--- src/rtl/timer_channel_sched.sv ---
// Shared prescaled timebase feeding NCH periodic/one-shot timer channels.
// Expiries are queued per channel and handed out round-robin on a valid/ready event port.
module timer_channel_sched #(
  parameter int PRESCALE = 50000,
  parameter int NCH      = 4,
  parameter int CH_W     = 2,
  parameter int CNT_W    = 16
) (
  input  logic             clk,
  input  logic             clr,
  input  logic             cfg_we_i,
  input  logic [CH_W-1:0]  cfg_ch_i,
  input  logic             cfg_en_i,
  input  logic             cfg_oneshot_i,
  input  logic [CNT_W-1:0] cfg_period_i,
  output logic             base_tick_o,
  output logic [NCH-1:0]   ch_tick_o,
  output logic [NCH-1:0]   ch_active_o,
  output logic [NCH-1:0]   ch_overrun_o,
  output logic             evt_valid_o,
  output logic [CH_W-1:0]  evt_ch_o,
  input  logic             evt_ready_i
);

  localparam int              PS_W       = (PRESCALE > 2) ? $clog2(PRESCALE) : 1;
  localparam logic [PS_W-1:0] PS_MAX     = PS_W'(PRESCALE - 1);
  localparam logic [0:0]      ST_IDLE    = 1'b0;
  localparam logic [0:0]      ST_PRESENT = 1'b1;

  logic [PS_W-1:0]  ps_q, ps_d;
  logic             tick_s;
  logic             base_tick_q;
  logic [CNT_W-1:0] cnt_q    [NCH];
  logic [CNT_W-1:0] cnt_d    [NCH];
  logic [CNT_W-1:0] period_q [NCH];
  logic [CNT_W-1:0] period_d [NCH];
  logic [NCH-1:0]   oneshot_q, oneshot_d;
  logic [NCH-1:0]   active_q, active_d;
  logic [NCH-1:0]   pending_q, pending_d;
  logic [NCH-1:0]   overrun_q, overrun_d;
  logic [NCH-1:0]   ch_tick_q, ch_tick_d;
  logic [0:0]       state_q, state_d;
  logic             evt_valid_q, evt_valid_d;
  logic [CH_W-1:0]  evt_ch_q, evt_ch_d;
  logic [CH_W-1:0]  last_q, last_d;
  logic [CH_W-1:0]  sel_s;
  logic [CH_W:0]    idx_s;
  logic             found_s;
  logic             grant_s;
  logic [NCH-1:0]   grant_vec_s;

  assign tick_s = (ps_q == PS_MAX);
  assign ps_d   = tick_s ? '0 : ps_q + PS_W'(1);

  // Round-robin search starting one past the last granted channel.
  always_comb begin
    sel_s   = '0;
    found_s = 1'b0;
    idx_s   = '0;
    for (int i = 1; i <= NCH; i++) begin
      idx_s = {1'b0, last_q} + (CH_W+1)'(i);
      if (idx_s >= (CH_W+1)'(NCH)) idx_s = idx_s - (CH_W+1)'(NCH);
      else begin end
      if (!found_s && pending_q[idx_s[CH_W-1:0]]) begin
        found_s = 1'b1;
        sel_s   = idx_s[CH_W-1:0];
      end else begin end
    end
  end

  always_comb begin
    state_d     = state_q;
    evt_valid_d = evt_valid_q;
    evt_ch_d    = evt_ch_q;
    last_d      = last_q;
    grant_s     = 1'b0;
    case (state_q)
      ST_IDLE: begin
        if (found_s) begin
          grant_s     = 1'b1;
          evt_valid_d = 1'b1;
          evt_ch_d    = sel_s;
          last_d      = sel_s;
          state_d     = ST_PRESENT;
        end else begin
          evt_valid_d = 1'b0;
        end
      end
      ST_PRESENT: begin
        if (evt_ready_i) begin
          evt_valid_d = 1'b0;
          state_d     = ST_IDLE;
        end else begin
          evt_valid_d = 1'b1;
        end
      end
      default: begin
        evt_valid_d = 1'b0;
        state_d     = ST_IDLE;
      end
    endcase
  end

  always_comb begin
    grant_vec_s = '0;
    if (grant_s) grant_vec_s[sel_s] = 1'b1;
    else grant_vec_s = '0;
  end

  // Config beats expiry; an expiry re-pending a channel being granted is a fresh event, not an overrun.
  always_comb begin
    cnt_d     = cnt_q;
    period_d  = period_q;
    oneshot_d = oneshot_q;
    active_d  = active_q;
    overrun_d = overrun_q;
    pending_d = pending_q & ~grant_vec_s;
    ch_tick_d = '0;
    for (int c = 0; c < NCH; c++) begin
      if (cfg_we_i && (cfg_ch_i == CH_W'(c))) begin
        period_d[c]  = cfg_period_i;
        oneshot_d[c] = cfg_oneshot_i;
        cnt_d[c]     = cfg_period_i;
        active_d[c]  = cfg_en_i && (cfg_period_i != '0);
        pending_d[c] = 1'b0;
        overrun_d[c] = 1'b0;
      end else if (tick_s && active_q[c]) begin
        if (cnt_q[c] == CNT_W'(1)) begin
          ch_tick_d[c] = 1'b1;
          pending_d[c] = 1'b1;
          if (pending_q[c] && !grant_vec_s[c]) overrun_d[c] = 1'b1;
          else overrun_d[c] = overrun_q[c];
          if (oneshot_q[c]) active_d[c] = 1'b0;
          else cnt_d[c] = period_q[c];
        end else begin
          cnt_d[c] = cnt_q[c] - CNT_W'(1);
        end
      end else begin
        cnt_d[c] = cnt_q[c];
      end
    end
  end

  always_ff @(posedge clk or posedge clr) begin
    if (clr) begin
      ps_q        <= '0;
      base_tick_q <= 1'b0;
      oneshot_q   <= '0;
      active_q    <= '0;
      pending_q   <= '0;
      overrun_q   <= '0;
      ch_tick_q   <= '0;
      state_q     <= ST_IDLE;
      evt_valid_q <= 1'b0;
      evt_ch_q    <= '0;
      last_q      <= CH_W'(NCH - 1);
      for (int c = 0; c < NCH; c++) begin
        cnt_q[c]    <= '0;
        period_q[c] <= '0;
      end
    end else begin
      ps_q        <= ps_d;
      base_tick_q <= tick_s;
      oneshot_q   <= oneshot_d;
      active_q    <= active_d;
      pending_q   <= pending_d;
      overrun_q   <= overrun_d;
      ch_tick_q   <= ch_tick_d;
      state_q     <= state_d;
      evt_valid_q <= evt_valid_d;
      evt_ch_q    <= evt_ch_d;
      last_q      <= last_d;
      for (int c = 0; c < NCH; c++) begin
        cnt_q[c]    <= cnt_d[c];
        period_q[c] <= period_d[c];
      end
    end
  end

  assign base_tick_o  = base_tick_q;
  assign ch_tick_o    = ch_tick_q;
  assign ch_active_o  = active_q;
  assign ch_overrun_o = overrun_q;
  assign evt_valid_o  = evt_valid_q;
  assign evt_ch_o     = evt_ch_q;

endmodule

--- config.mk ---
export PLATFORM = sky130hd
export DESIGN_NAME = timer_channel_sched
export DESIGN_NICKNAME = d
export VERILOG_FILES = /design/src/rtl/timer_channel_sched.sv
export SDC_FILE = /design/constraint.sdc
export NUM_CORES = 1
export LEC_CHECK = 0
export ABC_AREA = 0
export CORE_MARGIN = 2
export CORE_UTILIZATION = 45
export CTS_CLUSTER_DIAMETER = 80
export DETAILED_ROUTE_END_ITERATION = 7
export PLACE_DENSITY = 0.68
export SYNTH_ARGS = -nofsm -noshare
export SYNTH_HDL_FRONTEND = slang
export SYNTH_SLANG_ARGS = --single-unit
--- constraint.sdc ---
create_clock -name clk -period 7.9 [get_ports clk]
set_clock_uncertainty 0.15 [all_clocks]
set_input_delay 1.185 -clock clk [delete_from_list [all_inputs] [get_ports clk]]
set_output_delay 1.185 -clock clk [all_outputs]
set_load 0.02 [all_outputs]
==> impl_metrics.toml, run 1 <==
[timing]
worst_slack_ns = 4.72
fmax_mhz = 314
fin_crit_sh_pct = 40.3
fin_crit_ns = 3.18
worstMarginPinSlew_ns = 1.04
finalSetupTns_ns = 0
slew_headroom_pct = 30.5
finalHoldViolCount = 0
grt_setup_unrepaired = "no"
hold_slack_ns = 0.320
slew_violations = 0
finalSetupViolCount = 0

[synth]
async_flop_share_pct = 100
synth.area.top_cells = "dfrtp_1 47%, nand2_1 10%, a21oi_1 3.0%"
ys.flop_type = "dfrtp_1"
synth_nets = 1054
synth_cells = 1021
yosysMostFrequentCell = "nand2_1"
seq_area_frac_synth_pct = 47.6
synth_edf_count = 0
syn_avg_cell_area_um2 = 8.76
netlist_top_cells_count = "250 x nand2_1, 168 x dfrtp_1, 61 x nor2_1, 54 x a21oi_1, 45 x nand3_1"
synth.distinct_cells = 73
synth_area_mm2 = 0.00895
synth_seq_cells = 170
yosysTopAreaCell = "dfrtp_1"
synth_top_area_share_pct = 47.0
yosysWarnings = 0

[cells_and_area]
instances_no_fill = 1312
drive_gt1_share_pct = 6.30
postLayoutCellArea_mm2 = 0.0101
final_util_pct = 51.9
fin_nets = 1067
syn_to_final_growth_pct = 12.9
n_antenna_cell = 0
num-fill-cells = 1788

[routing]
vias = 7722
ant_nets = 0
wl_met2_um = 11100
vias_per_cell = 5.89
post_drt_wl_per_cell_um = 18.5
dr.pass1.iters = 5
drt_iter0_drc = 683
routed_wl_um = 24200
wl_met3_um = 1440
wl_met1_um = 11000
drc_errors = 0
routed.top_layer = "met4"

[placed_design]
port_buffers = 39
place_congestion = 0.826
place_hpwl_um = 15400
placed_cell_area_mm2 = 0.00953
post-place-cells = 1280
dp_slack_ns = 4.30

[clock_tree]
clk_pin_slew_worst_paths_ns = 0.07
cts_buffer_depth = 2
cts_sinks = 170
tritoncts = "built"
insertion_delay_ns = 0.44
postCtsHoldBufs = 0
cts_buffers = 17
root_buffer = "clkbuf_16"
cts_max_level = 4
cts_resized = 0
cts_setup_buffers = 0

[global_route]
antenna_found_initial = 0
track_usage_pct = 23.1
grt_pass1_wl_um = 38400
gr-total-overflow = 0
first_global_vias = 7185
grt_start_max_net_pins = 95

[critical_path]
cp_max_fo = 28
r2r_slack_ns = 4.93
crit_path_end_kind = "flop"
r2r-start = "cnt_q[54]"
path_class = "in -> reg"
crit_chain = "clkdlybuf4s50_1 -> and3b_1 -> a31oi_4 -> a221o_1"
rr_worst_depth = 6
critical_path.reg2reg.endpoint = "cnt_q[61]"
worstPathArrival_ns = 3.35
crit_path_start_kind = "primary input"
max_stage_delay_ns = 0.89
critPathSlowestCell = "and3b_1"
worstPathRequired_ns = 8.07

[floorplanning]
core-area_mm2 = 0.0195
num_rows = 51
die_height_um = 145
io_pins = 40
die-area_mm2 = 0.0210
die_w_um = 145
start_util_pct = 46.0

[power_and_ir_drop]
total_power_mw = 2.35
vdd_drop_max_v = 0.000158
powerDensity_mw_per_mm2 = 233
p_leak_nw = 4.56

[outcome]
status = "finished clean"

[job]
drv_cap = 0

[hold_path]
worstHoldPathCells = 2
holdCritStartpoint = "period_q[17]"
hold_path.class = "reg -> reg"
min_to = "period_q[17]"
-- cell families (layout without fill, tap and decap cells) --
family / Yosys count / in the layout / synth area share (%)
AOI/OAI and AO/OA: 221 / 221 / 16.6
xor gates and xnor gates: 44 / 44 / 4.31
adders and majority gates: 9 / 9 / 1.26
buffers and inverters: 77 / 103 / 3.58
DFF: 170 / 170 / 47.6
muxes: 9 / 9 / 1.03
and+or+nand+nor: 491 / 491 / 25.7
-- flip-flops by register name (all words and copies together), names as in the netlist, 2 cells and up --
| register | cells |
|---|---|
| last_q | 2 |
| oneshot_q | 4 |
| evt_ch_o | 2 |
| pending_q | 4 |
| cnt_q | 64 |
| ch_tick_o | 4 |
| ch_active_o | 4 |
| ch_overrun_o | 4 |
| period_q | 64 |
| ps_q | 16 |
-- power breakdown --
group / internal, mW / total, mW / switching [mW] / leakage [nW]
Sequential: 0.996 / 1.12 / 0.123 / 2.13
Combinational: 0.172 / 0.403 / 0.231 / 2.17
Clock: 0.473 / 0.827 / 0.354 / 0.269
-- layout by cell type (no fill, tap or decap), types with 4 or more instances in the layout --
cell type / instances
clkbuf_16: 17
o211ai_1: 23
or3_1: 7
nor4_1: 22
o31ai_1: 5
nand2_1: 250
mux2i_1: 7
nand4_1: 14
clkdlybuf4s50_1: 39
nor3_1: 14
xor2_1: 26
a31oi_1: 20
inv_1: 19
a21o_1: 11
buf_4: 10
dfrtp_1: 168
a22oi_1: 6
a221o_1: 13
or4_1: 4
and3b_1: 4
and3_1: 23
o21ai_1: 6
and2_1: 12
nor2_1: 61
a211o_1: 9
ha_1: 9
or2_2: 4
nor2b_1: 6
a21oi_1: 54
nand3_1: 45
o21ai_0: 42
xnor2_1: 18
clkinvlp_4: 4
-- cell type report --
type	instances	area, µm²	area share, %
Multi-Input combinational cell	774	4380	43.4
Sequential cell	170	4260	42.1
Timing Repair Buffer	49	465	4.61
Clock buffer	21	450	4.46
Tap cell	265	332	3.28
Clock inverter	11	123	1.21
Inverter	22	92.6	0.917
-- worst max-delay path, delay by kind of cell --
family / cells / cell delay [ns]
buf+inv: 1 / 0.59
compound gates: 2 / 0.68
simple gates: 1 / 0.89
-- worst max path at each step --
| stage | startpoint | end | depth (start not counted) |
|---|---|---|---|
| finish | cfg_ch_i[1] | cnt_q[28] | 4 |
| global route | cfg_ch_i[1] | cnt_q[28] | 4 |
| CTS | cfg_ch_i[1] | cnt_q[28] | 4 |
| detailed placement | cfg_ch_i[1] | cnt_q[28] | 4 |
| global placement | cfg_ch_i[1] | cnt_q[28] | 4 |
| floorplan | clr | base_tick_o | 1 |
-- metal layers --
metal	GRT usage, %	vias to the layer above
met1	31.4	3800
met4	9.46	0
met2	35.5	242
met3	5.47	47
met5	0	-
li1	-	3633
Note: power is estimated with default switching activity, not from simulation.
==> run 2: changes to the inputs <==
Settings changed: PLACE_DENSITY 0.68 to 0.71.
Clock period 7.9 ns to 2.8 ns, I/O delays scaled along.
==> run 2 against run 1 <==
  * Non-clock buffer count up 44
  * Register-to-register slack worse by 4.8 ns
  * Worst hold slack got worse by 0.011 ns
  * Critical endpoint is now cnt_q[58]
  * Critical path depth up 3
  * Largest power group unchanged
  * Clock power rose to 2.9 times the previous value
  * Highest routed layer unchanged
  * Flip-flop and latch count unchanged
  * Cell area rose by 3.9%
  * First-iteration DRC count rose by 30%
  * Global-route usage increased by 1.3 points
  * Sequential power increased to 2.8 times the previous value
  * Final cell count increased by 3.4%
  * Die area unchanged
==> impl_metrics.toml, run 2 (synthesized netlist as in run 1, its figures left out) <==
[timing]
slew_violations = 0
fin_crit_sh_pct = 95.3
finalSetupViolCount = 0
worstMarginPinSlew_ns = 0.754
slew_headroom_pct = 49.3
grt_setup_unrepaired = "no"
fmax_mhz = 375
finalSetupTns_ns = 0
fin_crit_ns = 2.67
finalHoldViolCount = 0

[critical_path]
worstPathRequired_ns = 2.97
cp_max_fo = 13
max_stage_delay_ns = 0.55
critPathSlowestCell = "or4b_4"
path_class = "reg -> reg"
crit_path_end_kind = "flop"
crit_path_start_kind = "flop"
worstPathArrival_ns = 2.84
crit_chain = "or4b_4 -> or4_4 -> clkinv_4 -> and2_1 -> o21ai_2 -> a32oi_1 -> o21ai_0"

[floorplanning]
num_rows = 51
start_util_pct = 46.0
die-area_mm2 = 0.0210
die_w_um = 145
io_pins = 40
core-area_mm2 = 0.0195
die_height_um = 145

[cells_and_area]
ff_latch_area_mm2 = 0.00426
final_cell_mix = "250 x nand2_1, 168 x dfrtp_1, 61 x nor2_1"
num-fill-cells = 1773
final_common_cell = "nand2_1"
top_regs = "cnt_q: 64 flops, period_q: 64 flops, ps_q: 16 flops"
fin_nets = 1111
postLayoutCellArea_mm2 = 0.0105
multiInputGateArea_mm2 = 0.00439
final_util_pct = 53.9
drive_gt1_share_pct = 10.5
syn_to_final_growth_pct = 17.2

[clock_tree]
cts_resized = 0
postCtsHoldBufs = 0
tritoncts = "built"
cts_sinks = 170
root_buffer = "clkbuf_16"
cts_buffers = 17
cts_buffer_depth = 2
clk_pin_slew_worst_paths_ns = 0.07
insertion_delay_ns = 0.44
cts_setup_buffers = 0
cts_max_level = 4

[global_route]
grt_pass1_wl_um = 40900
first_global_vias = 7821
track_usage_pct = 24.4
gr-total-overflow = 0
antenna_found_initial = 1
grt_start_max_net_pins = 106

[routing]
vias = 7965
post_drt_wl_per_cell_um = 18.5
dr.pass1.iters = 5
ant_nets = 0
vias_per_cell = 5.87
drc_errors = 0
drt_iter0_drc = 889
routed_wl_um = 25000

[power_and_ir_drop]
total_power_mw = 6.76
powerDensity_mw_per_mm2 = 644
p_leak_nw = 4.79
vdd_drop_max_v = 0.000410

[placed_design]
place_congestion = 0.890
place_hpwl_um = 17100
placed_cell_area_mm2 = 0.00989
port_buffers = 39

[outcome]
status = "finished clean"

[hold_path]
hold_path.class = "in -> async"

[job]
drv_cap = 0
-- run 2: changes by cell type in the layout (fill, tap and decap cells not counted), sizes merged --
cell,before,now
buf,10,54
clkbuf,21,17
inv,20,24
clkinv,7,5
clkinvlp,4,6
diode,0,1
-- run 2: cell type report --
class / instances / area share [%]
multi-input cells: 774 / 41.8
clock inverters: 15 / 1.57
flip-flops and latches: 170 / 40.6
diodes: 1 / 0.0239
clock buffers: 17 / 4.05
inverters: 22 / 0.871
repair buffers: 93 / 7.94
well taps: 265 / 3.16
-- run 2: critical path, delay by kind of cell (launching register included) --
| family | cells | cell delay (ns) |
|---|---|---|
| compound gates | 3 | 0.44 |
| buf+inv | 1 | 0.16 |
| flops | 1 | 0.41 |
| simple gates | 3 | 1.39 |
-- run 2: path summary, 6_finish.rpt --
check                            start           end  slack (ns)  cells after the start
min                                clr     cnt_q[63]        0.31                      3
min reg2reg                period_q[6]   period_q[6]        0.32                      2
max reg2reg                    ps_q[7]     cnt_q[58]        0.13                      7
min in group clk           period_q[6]   period_q[6]        0.32                      2
max in group asynchronous          clr  period_q[39]        1.68                      3
max                            ps_q[7]     cnt_q[58]        0.13                      7
-- run 2: per-stage QoR --
stage | hold slack, ns | setup slack [ns] | cells
6_report | 0.309 | 0.132 | 1357
5_1_grt | 0.341 | 0.00950 | 1357
4_1_cts | 0.324 | 0.139 | 1356
3_5_place_dp | 0.307 | 0.145 | 1324
3_3_place_gp | 0.300 | 0.169 | 1324
2_1_floorplan | 0.287 | 0.0629 | 1021
-- run 2: routing by layer --
layer  routed length [µm]  GRT usage, %
met3                 1860          5.69
met2                11600          38.8
met1                10900          32.3
met5                    0             0
met4                  657          9.75
-- run 2: power breakdown --
group          total, mW  internal (mW)  switching, mW
logic               1.18          0.517          0.664
clock network       2.43           1.33           1.09
registers           3.15           2.81          0.344
==> run 3: changes to the inputs <==
Settings changed: CORE_ASPECT_RATIO set to 1.5.
==> run 3 against run 2 <==
  * Combinational power about the same
  * Sequential share of layout area down 0.28 points
  * Worst hold slack got worse by 0.078 ns
  * Power is 1.3% higher
  * Final cell count down 0.22%
  * Critical path type unchanged
  * Critical endpoint is now cnt_q[30]
  * Highest routed layer unchanged
==> impl_metrics.toml, run 3 (synthesized netlist as in run 1, its figures left out) <==
[outcome]
status = "finished clean"

[critical_path]
crit_path_end_kind = "flop"
crit_chain = "or4b_4 -> or4_4 -> clkinv_4 -> and3_1 -> nand2b_4 -> o21ai_1 -> a221o_1"
worstPathRequired_ns = 3.02
critPathSlowestCell = "or4b_4"
rr_worst_depth = 7
max_stage_delay_ns = 0.57
worstPathArrival_ns = 2.90
path_class = "reg -> reg"
cp_max_fo = 11
crit_path_start_kind = "flop"

[floorplanning]
start_util_pct = 45.6
num_rows = 63
die_w_um = 119
core-area_mm2 = 0.0196
die_height_um = 177
die-area_mm2 = 0.0211
io_pins = 40

[timing]
slew_headroom_pct = 54.4
finalSetupViolCount = 0
hold_slack_ns = 0.232
fin_crit_sh_pct = 95.6
grt_setup_unrepaired = "no"
finalSetupTns_ns = 0
fin_crit_ns = 2.68
worstMarginPinSlew_ns = 0.678
slew_violations = 0
finalHoldViolCount = 0
fmax_mhz = 374

[clock_tree]
postCtsHoldBufs = 0
cts_setup_buffers = 0
cts_sinks = 170
cts_buffer_depth = 2
root_buffer = "clkbuf_16"
clk_pin_slew_worst_paths_ns = 0.07
insertion_delay_ns = 0.44
cts_buffers = 17
tritoncts = "built"
cts_max_level = 4
cts_resized = 0

[routing]
post_drt_wl_per_cell_um = 18.4
drc_errors = 0
vias_per_cell = 5.82
drt_iter0_drc = 422
vias = 7881
dr.pass1.iters = 5
routed_wl_um = 24800
ant_nets = 0

[cells_and_area]
n_antenna_cell = 0
final_common_cell = "nand2_1"
drive_gt1_share_pct = 10.7
final_cell_mix = "250 x nand2_1, 168 x dfrtp_1, 61 x nor2_1"
syn_to_final_growth_pct = 18.1
fin_nets = 1114
top_regs = "cnt_q: 64 flops, period_q: 64 flops, ps_q: 16 flops"
postLayoutCellArea_mm2 = 0.0106

[power_and_ir_drop]
total_power_mw = 6.85
vdd_drop_max_v = 0.000445
powerDensity_mw_per_mm2 = 648
p_leak_nw = 4.85

[placed_design]
place_hpwl_um = 17700
place_congestion = 0.931
port_buffers = 39
placed_cell_area_mm2 = 0.00992

[global_route]
grt_start_max_net_pins = 63
antenna_found_initial = 0
grt_pass1_wl_um = 40300
gr-total-overflow = 0
track_usage_pct = 24.5
first_global_vias = 7672

[job]
drv_cap = 0

[hold_path]
hold_path.class = "in -> async"
[run 3: cell count changes in the layout (fill, tap and decap cells not counted), sizes merged]
cell,delta
buf,+3
inv,-4
clkinvlp,-3
diode,-1
clkbuf,+5
clkinv,+1
bufinv,+1
[run 3: report_power, final]
group	internal, mW	switching (mW)	total (mW)
sequential	2.81	0.344	3.15
clock	1.52	0.982	2.50
combinational	0.527	0.663	1.19
[run 3: worst paths after layout]
path,start,to,slack (ns)
worst max-delay path,ps_q[11],cnt_q[30],0.12
worst min-delay path,clr,period_q[22],0.23
worst max register to register,ps_q[11],cnt_q[30],0.12
worst min register to register,period_q[54],period_q[54],0.32
max in group asynchronous,clr,period_q[50],1.57
min in group clk,period_q[54],period_q[54],0.32
[run 3: per-layer routing]
metal / track usage (%) / wire length (µm) / up-vias
met5: 0 / 0 / -
li1: - / - / 3730
met3: 3.96 / 1150 / 61
met1: 30.8 / 10400 / 3859
met4: 12.5 / 1130 / 0
met2: 40.9 / 12200 / 231
[run 3: worst max-delay path, delay by kind of cell (launching register included)]
family | cells | cell delay (ns)
AO/OA/AOI/OAI | 2 | 0.26
buffers and inverters | 1 | 0.14
flip-flops | 1 | 0.42
AND/OR/NAND/NOR | 4 | 1.63
[run 3: cell type report]
| cell class | count | area, µm² |
|---|---|---|
| Timing Repair Buffer | 96 | 868 |
| Inverter | 22 | 91.3 |
| Fill cell | 1786 | 9060 |
| Sequential cell | 170 | 4260 |
| Clock inverter | 10 | 138 |
| Multi-Input combinational cell | 774 | 4390 |
| Tap cell | 260 | 325 |
| Clock buffer | 22 | 494 |
[run 3: stage by stage]
stage	util, %	worst slack, ns	cells
floorplan	-	0.0629	1021
global route	53.8	0.0134	1354
CTS	53.8	0.00926	1354
global placement	50.6	0.0816	1322
detailed placement	50.6	0.0209	1322
finish	53.8	0.123	1354
